`src/rtl/wallace_reduce16_if.sv`:
```
// Operand/result bundle between a producer and the Wallace reduction stage.
// master drives operands and enable; slave (the reducer) drives the redundant result.
interface wallace_reduce16_if #(
  parameter int WIDTH = 16
);
  logic               en;
  logic               in_valid;
  logic [WIDTH-1:0]   a;
  logic [WIDTH-1:0]   b;
  logic               out_valid;
  logic [2*WIDTH-1:0] sum_vec;
  logic [2*WIDTH-1:0] carry_vec;

  modport master (
    output en, in_valid, a, b,
    input  out_valid, sum_vec, carry_vec
  );

  modport slave (
    input  en, in_valid, a, b,
    output out_valid, sum_vec, carry_vec
  );
endinterface

```
`src/rtl/wallace_reduce16.sv`:
```
// Three-stage 16x16 unsigned partial-product generator and Wallace-tree reducer.
// Produces sum_vec/carry_vec whose sum mod 2^32 is a*b; a downstream CLA adds them.
module wallace_reduce16 #(
  parameter int WIDTH = 16
) (
  input  logic              clk,
  input  logic              rst,
  wallace_reduce16_if.slave bus
);
  localparam int OW = 2 * WIDTH;

  function automatic logic [OW-1:0] csa_sum(input logic [OW-1:0] x, y, z);
    return x ^ y ^ z;
  endfunction

  // Majority carry is shifted to its own weight; bits pushed past the top are zero
  // because every row is non-negative and the row total stays below 2^OW.
  function automatic logic [OW-1:0] csa_carry(input logic [OW-1:0] x, y, z);
    return ((x & y) | (x & z) | (y & z)) << 1;
  endfunction

  // Stage 1 registers
  logic [WIDTH-1:0] a_q, a_d;
  logic [WIDTH-1:0] b_q, b_d;
  logic             v1_q, v1_d;

  // Stage 2 registers
  logic [OW-1:0] rows_q [6];
  logic [OW-1:0] rows_d [6];
  logic          v2_q, v2_d;

  // Stage 3 registers
  logic [OW-1:0] sum_q, sum_d;
  logic [OW-1:0] carry_q, carry_d;
  logic          out_valid_q, out_valid_d;

  logic [OW-1:0] pp [16];
  logic [OW-1:0] l1 [11];
  logic [OW-1:0] l2 [8];
  logic [OW-1:0] l3 [6];
  logic [OW-1:0] l4 [4];
  logic [OW-1:0] l5 [3];
  logic [OW-1:0] l6 [2];

  genvar gi;

  generate
    for (gi = 0; gi < 16; gi++) begin : g_pp
      assign pp[gi] = b_q[gi] ? (OW'(a_q) << gi) : '0;
    end

    // 16 -> 11 rows
    for (gi = 0; gi < 5; gi++) begin : g_l1
      assign l1[2*gi]   = csa_sum  (pp[3*gi], pp[3*gi+1], pp[3*gi+2]);
      assign l1[2*gi+1] = csa_carry(pp[3*gi], pp[3*gi+1], pp[3*gi+2]);
    end
    assign l1[10] = pp[15];

    // 11 -> 8 rows
    for (gi = 0; gi < 3; gi++) begin : g_l2
      assign l2[2*gi]   = csa_sum  (l1[3*gi], l1[3*gi+1], l1[3*gi+2]);
      assign l2[2*gi+1] = csa_carry(l1[3*gi], l1[3*gi+1], l1[3*gi+2]);
    end
    assign l2[6] = l1[9];
    assign l2[7] = l1[10];

    // 8 -> 6 rows
    for (gi = 0; gi < 2; gi++) begin : g_l3
      assign l3[2*gi]   = csa_sum  (l2[3*gi], l2[3*gi+1], l2[3*gi+2]);
      assign l3[2*gi+1] = csa_carry(l2[3*gi], l2[3*gi+1], l2[3*gi+2]);
    end
    assign l3[4] = l2[6];
    assign l3[5] = l2[7];

    // 6 -> 4 rows, taken from the stage-2 registers
    for (gi = 0; gi < 2; gi++) begin : g_l4
      assign l4[2*gi]   = csa_sum  (rows_q[3*gi], rows_q[3*gi+1], rows_q[3*gi+2]);
      assign l4[2*gi+1] = csa_carry(rows_q[3*gi], rows_q[3*gi+1], rows_q[3*gi+2]);
    end
  endgenerate

  // 4 -> 3 -> 2 rows
  assign l5[0] = csa_sum  (l4[0], l4[1], l4[2]);
  assign l5[1] = csa_carry(l4[0], l4[1], l4[2]);
  assign l5[2] = l4[3];
  assign l6[0] = csa_sum  (l5[0], l5[1], l5[2]);
  assign l6[1] = csa_carry(l5[0], l5[1], l5[2]);

  // Every stage loads on en regardless of its valid bit; en=0 freezes the whole pipe.
  always_comb begin
    a_d         = a_q;
    b_d         = b_q;
    v1_d        = v1_q;
    rows_d      = rows_q;
    v2_d        = v2_q;
    sum_d       = sum_q;
    carry_d     = carry_q;
    out_valid_d = out_valid_q;
    if (bus.en) begin
      a_d         = bus.a;
      b_d         = bus.b;
      v1_d        = bus.in_valid;
      rows_d      = l3;
      v2_d        = v1_q;
      sum_d       = l6[0];
      carry_d     = l6[1];
      out_valid_d = v2_q;
    end
  end

  always_ff @(posedge clk) begin
    if (rst) begin
      a_q         <= '0;
      b_q         <= '0;
      v1_q        <= 1'b0;
      for (int i = 0; i < 6; i++) rows_q[i] <= '0;
      v2_q        <= 1'b0;
      sum_q       <= '0;
      carry_q     <= '0;
      out_valid_q <= 1'b0;
    end else begin
      a_q         <= a_d;
      b_q         <= b_d;
      v1_q        <= v1_d;
      rows_q      <= rows_d;
      v2_q        <= v2_d;
      sum_q       <= sum_d;
      carry_q     <= carry_d;
      out_valid_q <= out_valid_d;
    end
  end

  assign bus.out_valid = out_valid_q;
  assign bus.sum_vec   = sum_q;
  assign bus.carry_vec = carry_q;
endmodule
```
`src/flat_wrapper.sv`:
```
// flat-port wrapper written by rule: the top's interface ports become plain ports
module wallace_reduce16_flat 
#(
  parameter int WIDTH = 16
)
  (clk, rst, bus_en, bus_in_valid, bus_a, bus_b, bus_out_valid, bus_sum_vec, bus_carry_vec);
  wallace_reduce16_if #(.WIDTH(WIDTH)) bus_i ();
  input  logic clk;
  input  logic rst;
  input wire logic [$bits(bus_i.en)-1:0] bus_en;
  input wire logic [$bits(bus_i.in_valid)-1:0] bus_in_valid;
  input wire logic [$bits(bus_i.a)-1:0] bus_a;
  input wire logic [$bits(bus_i.b)-1:0] bus_b;
  output wire logic [$bits(bus_i.out_valid)-1:0] bus_out_valid;
  output wire logic [$bits(bus_i.sum_vec)-1:0] bus_sum_vec;
  output wire logic [$bits(bus_i.carry_vec)-1:0] bus_carry_vec;
  assign bus_i.en = bus_en;
  assign bus_i.in_valid = bus_in_valid;
  assign bus_i.a = bus_a;
  assign bus_i.b = bus_b;
  assign bus_out_valid = bus_i.out_valid;
  assign bus_sum_vec = bus_i.sum_vec;
  assign bus_carry_vec = bus_i.carry_vec;
  wallace_reduce16 #(.WIDTH(WIDTH)) u_core (.clk(clk), .rst(rst), .bus(bus_i));
endmodule
```
`config.mk`:
```
export PLATFORM = sky130hd
export DESIGN_NAME = wallace_reduce16_flat
export DESIGN_NICKNAME = d
export VERILOG_FILES = /design/src/rtl/wallace_reduce16_if.sv /design/src/rtl/wallace_reduce16.sv /design/src/flat_wrapper.sv
export SDC_FILE = /design/constraint.sdc
export NUM_CORES = 1
export LEC_CHECK = 0
export CAP_MARGIN = 30
export CORE_ASPECT_RATIO = 1.1
export CORE_MARGIN = 2
export CORE_UTILIZATION = 40
export DETAILED_ROUTE_END_ITERATION = 8
export PLACE_DENSITY = 0.56
export REMOVE_ABC_BUFFERS = 1
export SYNTH_ARGS = -nofsm -noshare
export SYNTH_HDL_FRONTEND = slang
export SYNTH_SLANG_ARGS = --single-unit
```
`constraint.sdc`:
```
create_clock -name clk -period 4.75 [get_ports clk]
set_input_delay 0.95 -clock clk [delete_from_list [all_inputs] [get_ports clk]]
set_output_delay 0.95 -clock clk [all_outputs]
set_load 0.05 [all_outputs]
```
==> run_results.csv <==
group,metric,value,unit
sta,period_minus_slack,3.01,ns
route,drtAntennaViolNets,0,
route,drcViolationCount,0,
worst_setup_path,cpMostUsedCell,"fa_1",
route,detail_route.wirelength,31.1,mm
layout,antenna_cells,0,
route,drtIter0Drc,368,
placed_design,gp_congestion,0.793,
floorplan,die_h,201,µm
clocking,clk_latency,0.54,ns
floorplan,die_area,0.0368,mm²
clocking,clock_sinks,207,
sta,relSlewSlack,0.361,
synth,synth_edf_count,0,
worst_setup_path,endpoint_kind,"flop",
sta,setup_viol,0,
layout,final_cell_count_no_fill,1876,
worst_setup_path,slowest_stage,"dfxtp_1",
route,drt-pass1-iter-count,4,
synth,synth_top_flop_cell,"dfxtp_1",
placed_design,preCtsSetupSlack,1.72,ns
worst_setup_path,r2r_end,"u_core.rows_q[171]$_SDFFE_PP0P_",
synth,yosysSeqAreaShare,0.294,
clocking,cts-root-buf,"clkbuf_16",
power_and_ir_drop,peakVddDrop,0.000205,V
grt,grt_max_degree,118,
worst_hold_path,min-delay-start,"u_core.rows_q[29]$_SDFFE_PP0P_",
route,detailroute.via_count,9039,
floorplan,rows,72,
clocking,htreeDepth,1,
synth,yosysTopAreaCell,"dfxtp_1",
placed_design,dp_hpwl,20.9,mm
sta,tightest_slew,0.957,ns
floorplan,num_io_pins,101,
worst_hold_path,min_to,"u_core.rows_q[29]$_SDFFE_PP0P_",
route,viasPerCell,4.82,
synth,synth_cells,1376,
synth,synthesis.area,0.0141,mm²
layout,seqCellArea,0.00414,mm²
sta,grt_setup_unrepaired,"no",
layout,area_growth,12.8,%
worst_setup_path,path_max_fanout,17,
clocking,cts_tree,"done",
sta,tns,0,ns
placed_design,dp.cells,1831,
synth,syn_avg_cell_area,10.3,µm²
clocking,cts_setup_buffers,0,
sta,fin_ws,1.74,ns
worst_setup_path,crit_arrival,3.41,ns
worst_setup_path,max_stage_delay,0.93,ns
synth,synth_area_leaders,"dfxtp_1 29%, fa_1 28%, mux2i_1 13%",
grt,grt_pass1_wl,51.9,mm
synth,synth.top_cells.by_count,"207 x dfxtp_1, 200 x fa_1, 189 x nor2_1",
worst_setup_path,rr_startpoint,"u_core.a_q[5]$_SDFFE_PP0P_",
layout,layout.nets,1703,
worst_setup_path,ff2ff_path_depth,7,
clocking,clockBufferDepth,3,
grt,antenna_found_initial,0,
grt,grt_pass1_vias,9784,
worst_setup_path,crit_chain,"nand2_1 > fa_1 > inv_1 > fa_1 > fa_1 > mux2i_1 > nor2_1",
worst_hold_path,holdCritPathClass,"flop to flop",
floorplan,core_area,0.0350,mm²
floorplan,die_w,183,µm
synth,synth-seq-cells,207,
clocking,numCtsBuffers,25,
synth,synth.yosys.warnings,0,
layout,post-route-util,0.455,
sta,maxSlewViolCount,0,
grt,globalRouteOverflowTotal,0,
sta,finalClockSkew,0.0197,ns
sta,fmax,0.332,GHz
synth,synth_top_area_share,0.294,
job,max-cap-violations,0,
sta,hold_viol,0,
synth,synth_cell_types,18,
grt,grtUsageTotal,0.176,
clocking,post_cts_resized,0,
synth,synth-async-reset-ratio,0,
floorplan,start_util,0.404,
clocking,ctsHoldBuffers,0,
worst_setup_path,worst-setup-path-type,"flop to flop",
layout,n_fill_cell,3386,
worst_setup_path,r2r_slack,1.74,ns
outcome,status,"finished clean",
power_and_ir_drop,powerDensity,269,mW/mm²
layout,drive_gt1_frac,0.0335,
sta,period_share,0.635,
worst_setup_path,start_kind,"flop",
worst_hold_path,hold_path_depth,2,
layout,multiInputGateArea,0.00884,mm²
clocking,clk_pin_slew,0.06,ns
synth,synth_most_common_cell,"dfxtp_1",
placed_design,io_buffers,92,
worst_setup_path,crit_required,5.15,ns
route,route.detailed.wl_per_inst,16.6,µm
power_and_ir_drop,leakage,7.63,nW
[worst max-delay path, delay by kind of cell, from the launching register on]
kind                     cells  cell delay, ns
adder cells (fa/ha/maj)      3            1.53
AND/OR/NAND/NOR              2            0.21
flip-flops                   1            0.93
multiplexers                 1            0.16
buffers and inverters        1            0.05
[logic make-up after synthesis]
group / count (synthesis) / share of synthesized area
compound gates: 21 / 0.00904
fa+ha+maj: 253 / 0.331
buf+inv: 245 / 0.0816
flops: 207 / 0.294
mux: 186 / 0.132
other cells: 1 / 0.000266
simple gates: 463 / 0.153
[registers in the layout (all words and copies together), names as in the netlist]
signal,cells
u_core.v1_q,1
u_core.bus.sum_vec,31
u_core.rows_q,116
u_core.bus.carry_vec,25
u_core.bus.out_valid,1
u_core.v2_q,1
u_core.b_q,16
u_core.a_q,16
[worst max-delay path by stage]
| stage | start | to | slack, ns | depth (start not counted) |
|---|---|---|---|---|
| 5_1_grt | u_core.b_q[6]$_SDFFE_PP0P_ | u_core.rows_q[177]$_SDFFE_PP0P_ | 1.54 | 7 |
| 3_3_place_gp | u_core.a_q[10]$_SDFFE_PP0P_ | u_core.rows_q[178]$_SDFFE_PP0P_ | 1.74 | 7 |
| 4_1_cts | u_core.a_q[10]$_SDFFE_PP0P_ | u_core.rows_q[178]$_SDFFE_PP0P_ | 1.72 | 7 |
| 3_5_place_dp | u_core.a_q[8]$_SDFFE_PP0P_ | u_core.rows_q[176]$_SDFFE_PP0P_ | 1.72 | 7 |
| 2_1_floorplan | u_core.b_q[8]$_SDFFE_PP0P_ | u_core.rows_q[168]$_SDFFE_PP0P_ | 2.28 | 7 |
| 6_report | u_core.a_q[5]$_SDFFE_PP0P_ | u_core.rows_q[171]$_SDFFE_PP0P_ | 1.74 | 7 |
[per-layer routing]
metal / track usage / up-vias / wire, µm
li1: - / 4288 / -
met4: 0.0426 / 0 / 593
met5: 0 / - / 0
met3: 0.0227 / 38 / 1300
met1: 0.229 / 4558 / 13400
met2: 0.309 / 155 / 15800
[metrics by stage]
stage	hold slack [ns]	total power, mW	area, µm²
after floorplan	0.439	2.18	13600
after global placement	0.459	2.43	15100
after detailed placement	0.470	2.44	15100
after CTS	0.478	4.36	15900
after global routing	0.508	4.49	15900
final	0.476	4.28	15900
[layout by cell type (no fill, tap or decap), types with 8 or more instances in the layout]
cell	synthesis	routed
a21oi_1	18	18
and2_1	141	141
clkbuf_16	0	25
clkdlybuf4s50_1	0	90
conb_1	1	8
dfxtp_1	207	207
fa_1	200	200
ha_1	53	53
inv_1	154	154
mux2i_1	186	186
nand2_1	97	97
nand2b_1	18	18
nand3_1	18	18
nor2_1	189	189
[power by group]
| part | switching, mW | internal (mW) | total [mW] |
|---|---|---|---|
| Clock | 0.764 | 1.13 | 1.89 |
| Sequential | 0.119 | 1.79 | 1.91 |
| Combinational | 0.279 | 0.209 | 0.488 |
| Total | 1.16 | 3.12 | 4.28 |
[area by class of cell]
type / count / share of cell area
clock inverter: 8 / 0.00424
timing repair buffer: 95 / 0.0620
sequential: 207 / 0.260
clock buffer: 37 / 0.0465
inverter: 154 / 0.0363
multi-input combinational: 931 / 0.556
tap: 444 / 0.0349
Power figures use the tool's default switching activity.
